--- src/rtl/nonce_sweep_ctrl_pkg.sv ---
// Shared miner constants for the nonce sweep controller: FSM encoding,
// watchdog defaults and the registered control word that goes with each state.
package nonce_sweep_ctrl_pkg;

    localparam int unsigned WATCHDOG_CYCLES_DEFAULT = 4096;
    localparam int unsigned WD_W_DEFAULT            = 13;

    typedef enum logic [2:0] {
        IDLE    = 3'd0,
        ISSUE   = 3'd1,
        WAIT    = 3'd2,
        FOUND   = 3'd3,
        EXHAUST = 3'd4,
        TMO     = 3'd5
    } sweep_state_e;

    // State plus every output flag, so one assignment moves all of them together.
    typedef struct packed {
        sweep_state_e state;
        logic         hash_start;
        logic         busy;
        logic         found;
        logic         exhausted;
        logic         timeout;
    } ctrl_t;

    function automatic ctrl_t enter(sweep_state_e s);
        ctrl_t c;
        c            = '0;
        c.state      = s;
        c.hash_start = (s == ISSUE);
        c.busy       = (s == ISSUE) || (s == WAIT);
        c.found      = (s == FOUND);
        c.exhausted  = (s == EXHAUST);
        c.timeout    = (s == TMO);
        return c;
    endfunction

endpackage

--- src/rtl/nonce_sweep_ctrl_if.sv ---
// Handshake between the sweep controller (master) and the hash core (slave).
interface nonce_sweep_ctrl_if;

    logic        hash_start;
    logic [31:0] hash_nonce;
    logic        hash_done;
    logic        hash_hit;

    modport master (
        output hash_start,
        output hash_nonce,
        input  hash_done,
        input  hash_hit
    );

    modport slave (
        input  hash_start,
        input  hash_nonce,
        output hash_done,
        output hash_hit
    );

endinterface

--- src/rtl/sweep_watchdog.sv ---
// Per-nonce watchdog: counts enabled cycles since the last clear and flags the
// final allowed cycle so the controller can give up on a silent hash core.
module sweep_watchdog
    import nonce_sweep_ctrl_pkg::*;
#(
    parameter int unsigned WATCHDOG_CYCLES = WATCHDOG_CYCLES_DEFAULT,
    parameter int unsigned WD_W            = WD_W_DEFAULT
) (
    input  logic clock,
    input  logic reset,
    input  logic clear,
    input  logic enable,
    output logic expired
);

    localparam logic [WD_W-1:0] LAST = WD_W'(WATCHDOG_CYCLES - 1);

    logic [WD_W-1:0] count;

    // NOTE: reset is synchronous, so it lives inside the clocked block and is
    // simply the highest-priority branch rather than part of the sensitivity list.
    always_ff @(posedge clock) begin
        if (reset || clear) begin
            count <= '0;
        end else if (enable && !expired) begin
            count <= count + 1'b1;
        end
    end

    assign expired = enable && (count == LAST);

endmodule

--- src/rtl/nonce_sweep_ctrl.sv ---
// Walks an inclusive, wrap-capable nonce range through an external hash core,
// one nonce at a time, stopping on a hit, on range end, or on a watchdog expiry.
module nonce_sweep_ctrl
    import nonce_sweep_ctrl_pkg::*;
#(
    parameter int unsigned WATCHDOG_CYCLES = WATCHDOG_CYCLES_DEFAULT,
    parameter int unsigned WD_W            = WD_W_DEFAULT
) (
    input  logic                clock,
    input  logic                reset,
    input  logic                start,
    input  logic                abort,
    input  logic                ack,
    input  logic [31:0]         nonce_base,
    input  logic [31:0]         nonce_end,
    nonce_sweep_ctrl_if.master  hash,
    output logic                busy,
    output logic                found,
    output logic [31:0]         found_nonce,
    output logic                exhausted,
    output logic                timeout,
    output logic [31:0]         hashes_done
);

    ctrl_t       ctrl;
    logic [31:0] nonce_cur;
    logic [31:0] end_r;
    logic        wd_clear;
    logic        wd_enable;
    logic        wd_expired;

    assign wd_clear  = (ctrl.state == ISSUE);
    assign wd_enable = (ctrl.state == WAIT);

    sweep_watchdog #(
        .WATCHDOG_CYCLES (WATCHDOG_CYCLES),
        .WD_W            (WD_W)
    ) u_watchdog (
        .clock   (clock),
        .reset   (reset),
        .clear   (wd_clear),
        .enable  (wd_enable),
        .expired (wd_expired)
    );

    always_ff @(posedge clock) begin
        if (reset) begin
            ctrl        <= enter(IDLE);
            nonce_cur   <= '0;
            end_r       <= '0;
            found_nonce <= '0;
            hashes_done <= '0;
        end else if (abort) begin
            ctrl <= enter(IDLE);
        end else begin
            case (ctrl.state)
                IDLE, FOUND, EXHAUST, TMO: begin
                    if (start) begin
                        ctrl        <= enter(ISSUE);
                        nonce_cur   <= nonce_base;
                        end_r       <= nonce_end;
                        hashes_done <= '0;
                    end else if (ack && ctrl.state != IDLE) begin
                        ctrl <= enter(IDLE);
                    end
                end

                ISSUE: ctrl <= enter(WAIT);

                WAIT: begin
                    // A reply on the expiry cycle still counts; the watchdog only wins on silence.
                    if (hash.hash_done) begin
                        if (hashes_done != 32'hFFFF_FFFF) begin
                            hashes_done <= hashes_done + 32'd1;
                        end
                        if (hash.hash_hit) begin
                            found_nonce <= nonce_cur;
                            ctrl        <= enter(FOUND);
                        end else if (nonce_cur == end_r) begin
                            ctrl <= enter(EXHAUST);
                        end else begin
                            nonce_cur <= nonce_cur + 32'd1;
                            ctrl      <= enter(ISSUE);
                        end
                    end else if (wd_expired) begin
                        ctrl <= enter(TMO);
                    end
                end

                default: ctrl <= enter(IDLE);
            endcase
        end
    end

    assign hash.hash_start = ctrl.hash_start;
    assign hash.hash_nonce = nonce_cur;
    assign busy            = ctrl.busy;
    assign found           = ctrl.found;
    assign exhausted       = ctrl.exhausted;
    assign timeout         = ctrl.timeout;

endmodule

--- src/flat_wrapper.sv ---
// flat-port wrapper written by rule: the top's interface ports become plain ports
module nonce_sweep_ctrl_flat import nonce_sweep_ctrl_pkg::*;
#(
    parameter int unsigned WATCHDOG_CYCLES = WATCHDOG_CYCLES_DEFAULT,
    parameter int unsigned WD_W            = WD_W_DEFAULT
)
  (clock, reset, start, abort, ack, nonce_base, nonce_end, busy, found, found_nonce, exhausted, timeout, hashes_done, hash_hash_start, hash_hash_nonce, hash_hash_done, hash_hash_hit);
  nonce_sweep_ctrl_if hash_i ();
  input  logic clock;
  input  logic reset;
  input  logic start;
  input  logic abort;
  input  logic ack;
  input  logic [31:0] nonce_base;
  input  logic [31:0] nonce_end;
  output logic busy;
  output logic found;
  output logic [31:0] found_nonce;
  output logic exhausted;
  output logic timeout;
  output logic [31:0] hashes_done;
  output wire logic [$bits(hash_i.hash_start)-1:0] hash_hash_start;
  output wire logic [$bits(hash_i.hash_nonce)-1:0] hash_hash_nonce;
  input wire logic [$bits(hash_i.hash_done)-1:0] hash_hash_done;
  input wire logic [$bits(hash_i.hash_hit)-1:0] hash_hash_hit;
  assign hash_hash_start = hash_i.hash_start;
  assign hash_hash_nonce = hash_i.hash_nonce;
  assign hash_i.hash_done = hash_hash_done;
  assign hash_i.hash_hit = hash_hash_hit;
  nonce_sweep_ctrl #(.WATCHDOG_CYCLES(WATCHDOG_CYCLES), .WD_W(WD_W)) u_core (.clock(clock), .reset(reset), .start(start), .abort(abort), .ack(ack), .nonce_base(nonce_base), .nonce_end(nonce_end), .hash(hash_i), .busy(busy), .found(found), .found_nonce(found_nonce), .exhausted(exhausted), .timeout(timeout), .hashes_done(hashes_done));
endmodule
--- config.mk ---
export PLATFORM = sky130hd
export DESIGN_NAME = nonce_sweep_ctrl_flat
export DESIGN_NICKNAME = d
export VERILOG_FILES = /design/src/rtl/nonce_sweep_ctrl_pkg.sv /design/src/rtl/nonce_sweep_ctrl_if.sv /design/src/rtl/sweep_watchdog.sv /design/src/rtl/nonce_sweep_ctrl.sv /design/src/flat_wrapper.sv
export SDC_FILE = /design/constraint.sdc
export NUM_CORES = 1
export LEC_CHECK = 0
export CORE_MARGIN = 5
export CORE_UTILIZATION = 50
export CTS_CLUSTER_SIZE = 28
export DETAILED_ROUTE_END_ITERATION = 7
export HOLD_SLACK_MARGIN = 0.02
export PLACE_DENSITY = 0.8
export SETUP_SLACK_MARGIN = 0.4
export SLEW_MARGIN = 0
export SYNTH_ARGS = -nofsm -noshare
export SYNTH_HDL_FRONTEND = slang
export SYNTH_SLANG_ARGS = --single-unit
--- constraint.sdc ---
create_clock -name clock -period 2.35 [get_ports clock]
set_input_delay 0.3525 -clock clock [delete_from_list [all_inputs] [get_ports clock]]
set_output_delay 0.3525 -clock clock [all_outputs]
set_load 0.1 [all_outputs]
==> impl_metrics.yaml, run 1 <==
setup_path:
  critPathTopFamily: "simple AND/OR/NAND/NOR gates"
  cp-end-kind: "register"
  critPathSlowestCell: "nor4_2"
  crit_type: "reg -> reg"
  cp_slowest_stage_delay_ns: 0.43
  path_buf_inv: 2
  path_depth: 8
  cp_data_arrival_time_ns: 2.49
  worstPathMaxFanout: 6
  reg2regPathDepth: 8
  required_ns: 2.72
  setup.worst_path.start_class: "register"
  path_cells: "xor2_1 -> nor4_2 -> and4_4 -> a21o_4 -> buf_12 -> buf_8 -> a2bb2oi_2 -> o21a_1"
sta:
  rsz0062_at_grt: "yes"
  tightestPinTransition_ns: 0.652
  maxSlewViolCount: 0
  clock_skew_ns: 0.00948
  fmax_mhz: 471
  hold_violations: 0
  fin_crit_ns: 2.12
  tns_ns: 0
  maxSlewHeadroom_pct: 56.6
  post-route-period-util_pct: 90.3
  whs_ns: 0.453
  setup_viol: 0
clocking:
  hold_buffers: 0
  cts_buffers: 17
  clock_path_buffers: 2
  clk_pin_slew_ns: 0.06
  cts-root-buf: "clkbuf_16"
  cts_max_level: 4
  clock_latency_ns: 0.43
  cts_tree: "yes"
  numClockSinks: 149
yosys:
  async_reset_ff_share_pct: 0
  avgSynthCellArea_sq_um: 7.84
  synth_seq_cells: 149
  netlist_area_sq_um: 7260
  syn-num-nets: 999
  synth.distinct_cells: 69
  yosys_warnings: 0
  synth_edf_count: 0
  synth_cells: 925
  yosysSeqAreaShare_pct: 41.1
  synth_ff_type: "dfxtp_1"
floorplanning:
  die-area_sq_um: 17000
  start_util_pct: 50.5
  die-height_microns: 130
  core_sq_um: 14400
  io_pins: 172
  die_w_microns: 130
  rows: 44
pwr:
  p_sw_share_pct: 30.0
  p_leak_nw: 4.40
  p_per_area_nw_per_um2: 586
  pwr-share-clk_pct: 39.9
  combPwrFrac_pct: 19.7
  p_sw_w: 0.00200
  seq_power_share_pct: 40.4
  p_int_w: 0.00467
  ir_worst_vdd_mv: 0.567
grt:
  grt_max_degree: 57
  grt_overflow_total: 0
  antenna_found_initial: 1
  grt_first_pass_wirelength_microns: 38500
  grt_pass1_vias: 7444
  grt_usage_pct: 28.6
routing:
  wirelength_microns: 27200
  avgViaCountPerCell: 6.07
  wl_per_cell_microns: 19.8
  drc: 0
  drtIter0Drc: 965
  detail-route-antenna-nets: 0
  first_pass_iters: 7
  vias: 8333
final_layout:
  synthToLayoutAreaGrowth_pct: 57.0
  drive_above_1_share_pct: 37.0
  post-route-util_pct: 79.3
  nNetsFinal: 1249
placed_design:
  dp_hpwl_microns: 16700
  portBuffers: 171
  globalplace.congestion: 0.945
job:
  max_cap_violations: 0
hold_path:
  hp-class: "reg -> reg"
  holdPathStages: 2
status:
  status: "finished clean"
## final timing paths
check,endpoint,start,slack (ns)
worst max-delay path,u_core.hash.hash_nonce[16],u_core.hash.hash_nonce[10],0.23
worst min register to register,u_core.found_nonce[19],u_core.found_nonce[19],0.45
worst min-delay path,u_core.found_nonce[19],u_core.found_nonce[19],0.45
worst max register to register,u_core.hash.hash_nonce[16],u_core.hash.hash_nonce[10],0.23
## synthesized netlist by cell type (all sizes together), types with 3 or more instances
master | n | share of area [%]
nor3 | 25 | 1.9
a21oi | 93 | 6.4
inv | 14 | 0.72
buf | 16 | 1.2
or3 | 10 | 0.86
nor4b | 4 | 0.78
o41ai | 5 | 0.60
nor2 | 66 | 3.4
xor2 | 47 | 5.7
clkbuf | 51 | 2.6
o31ai | 7 | 0.72
xnor2 | 22 | 2.7
nand4 | 29 | 2.5
nor4 | 28 | 2.7
and3 | 7 | 0.60
a31oi | 6 | 0.52
or2 | 4 | 0.34
ha | 3 | 0.52
dfxtp | 149 | 41
or4 | 6 | 0.62
nor3b | 5 | 0.52
o311ai | 4 | 0.48
nand2 | 199 | 10
and4 | 5 | 0.64
nand3 | 38 | 3.0
o2bb2ai | 7 | 0.84
o21ai | 19 | 1.3
o22ai | 5 | 0.43
o211ai | 6 | 0.62
a32o | 3 | 0.43
a221oi | 4 | 0.48
a211oi | 5 | 0.52
## cells by family after synthesis
family	count (synthesis)	share of synthesized area (%)
and+or+nand+nor	436	29.3
AOI/OAI and AO/OA	184	15.7
DFF	149	41.1
buffers and inverters	81	4.59
xor gates and xnor gates	69	8.33
muxes	3	0.431
adders and majority gates	3	0.517
## power groups by stage
stage	registers [W]	clock network, W	logic [W]
6_report	0.00269	0.00266	0.00132
5_1_grt	0.00270	0.00278	0.00137
4_1_cts	0.00268	0.00268	0.00118
3_5_place_dp	0.00275	0	0.00106
3_3_place_gp	0.00275	0	0.00105
2_1_floorplan	0.00301	0	0.000415
## metrics by stage
step | setup slack (ns) | cells | area (sq um) | total power [W]
2_1_floorplan | 0.126 | 925 | 7830 | 0.00342
3_3_place_gp | -0.0646 | 1273 | 9630 | 0.00380
3_5_place_dp | -0.153 | 1273 | 9630 | 0.00381
4_1_cts | 0.305 | 1335 | 10700 | 0.00653
5_1_grt | 0.164 | 1373 | 11400 | 0.00685
6_report | 0.229 | 1373 | 11400 | 0.00667
## metal layers
layer | GRT usage [%] | share of wire (%)
met1 | 36.8 | 38
met2 | 46.4 | 47
met3 | 6.42 | 9.9
met4 | 12.5 | 4.7
met5 | 0 | 0
## sequential cells by signal, summed over array words and instances (netlist names), 3 cells and up
register / flops
u_core.u_watchdog.count: 13
u_core.end_r: 32
u_core.hashes_done: 32
u_core.hash.hash_nonce: 32
u_core.ctrl: 3
u_core.found_nonce: 32
## cells in the final DEF (no fill, tap or decap), drive strengths merged, types with 5 or more instances in the layout
master	Yosys	layout
a211oi	5	5
a21oi	93	93
a31oi	6	6
and3	7	7
and4	5	5
buf	16	222
clkbuf	51	30
clkdlybuf4s50	0	68
dfxtp	149	149
inv	14	17
nand2	199	199
nand3	38	38
nand4	29	29
nor2	66	66
nor3	25	25
nor3b	5	5
nor4	28	28
o211ai	6	6
o21ai	19	19
o22ai	5	5
o2bb2ai	7	7
o31ai	7	7
o41ai	5	5
or3	10	10
or4	6	6
xnor2	22	22
xor2	47	47
## worst min-delay path: cells and delay by family (launching register included)
kind	cells	cell delay, ns
AO/OA/AOI/OAI	1	0.05
flip-flops	1	0.30
AND/OR/NAND/NOR	1	0.05
## cell type report
class                           instances  area, sq um
Multi-Input combinational cell        695         4600
Sequential cell                       149         3230
Fill cell                             900         2980
Timing Repair Buffer                  298         2710
Clock buffer                           25          508
Tap cell                              184          230
Clock inverter                          7         63.8
Inverter                               14         55.1
Antenna cell                            1         2.50
## what timing repair did
action	4_1_cts	5_1_grt
pin swaps	18	25
setup endpoints to repair	123	87
buffers inserted	28	32
gates resized for setup	45	66
hold endpoints to repair	0	0
gates cloned	2	5
(Power assumes the default switching activity.)
==> inputs of run 2 (changes only) <==
Settings changed: ABC_CLOCK_PERIOD_IN_PS set to 2350, CTS_CLUSTER_SIZE 28 to 16.
==> results of run 2 <==
No change in the layout: final DEF, timing and power equal those of run 1.
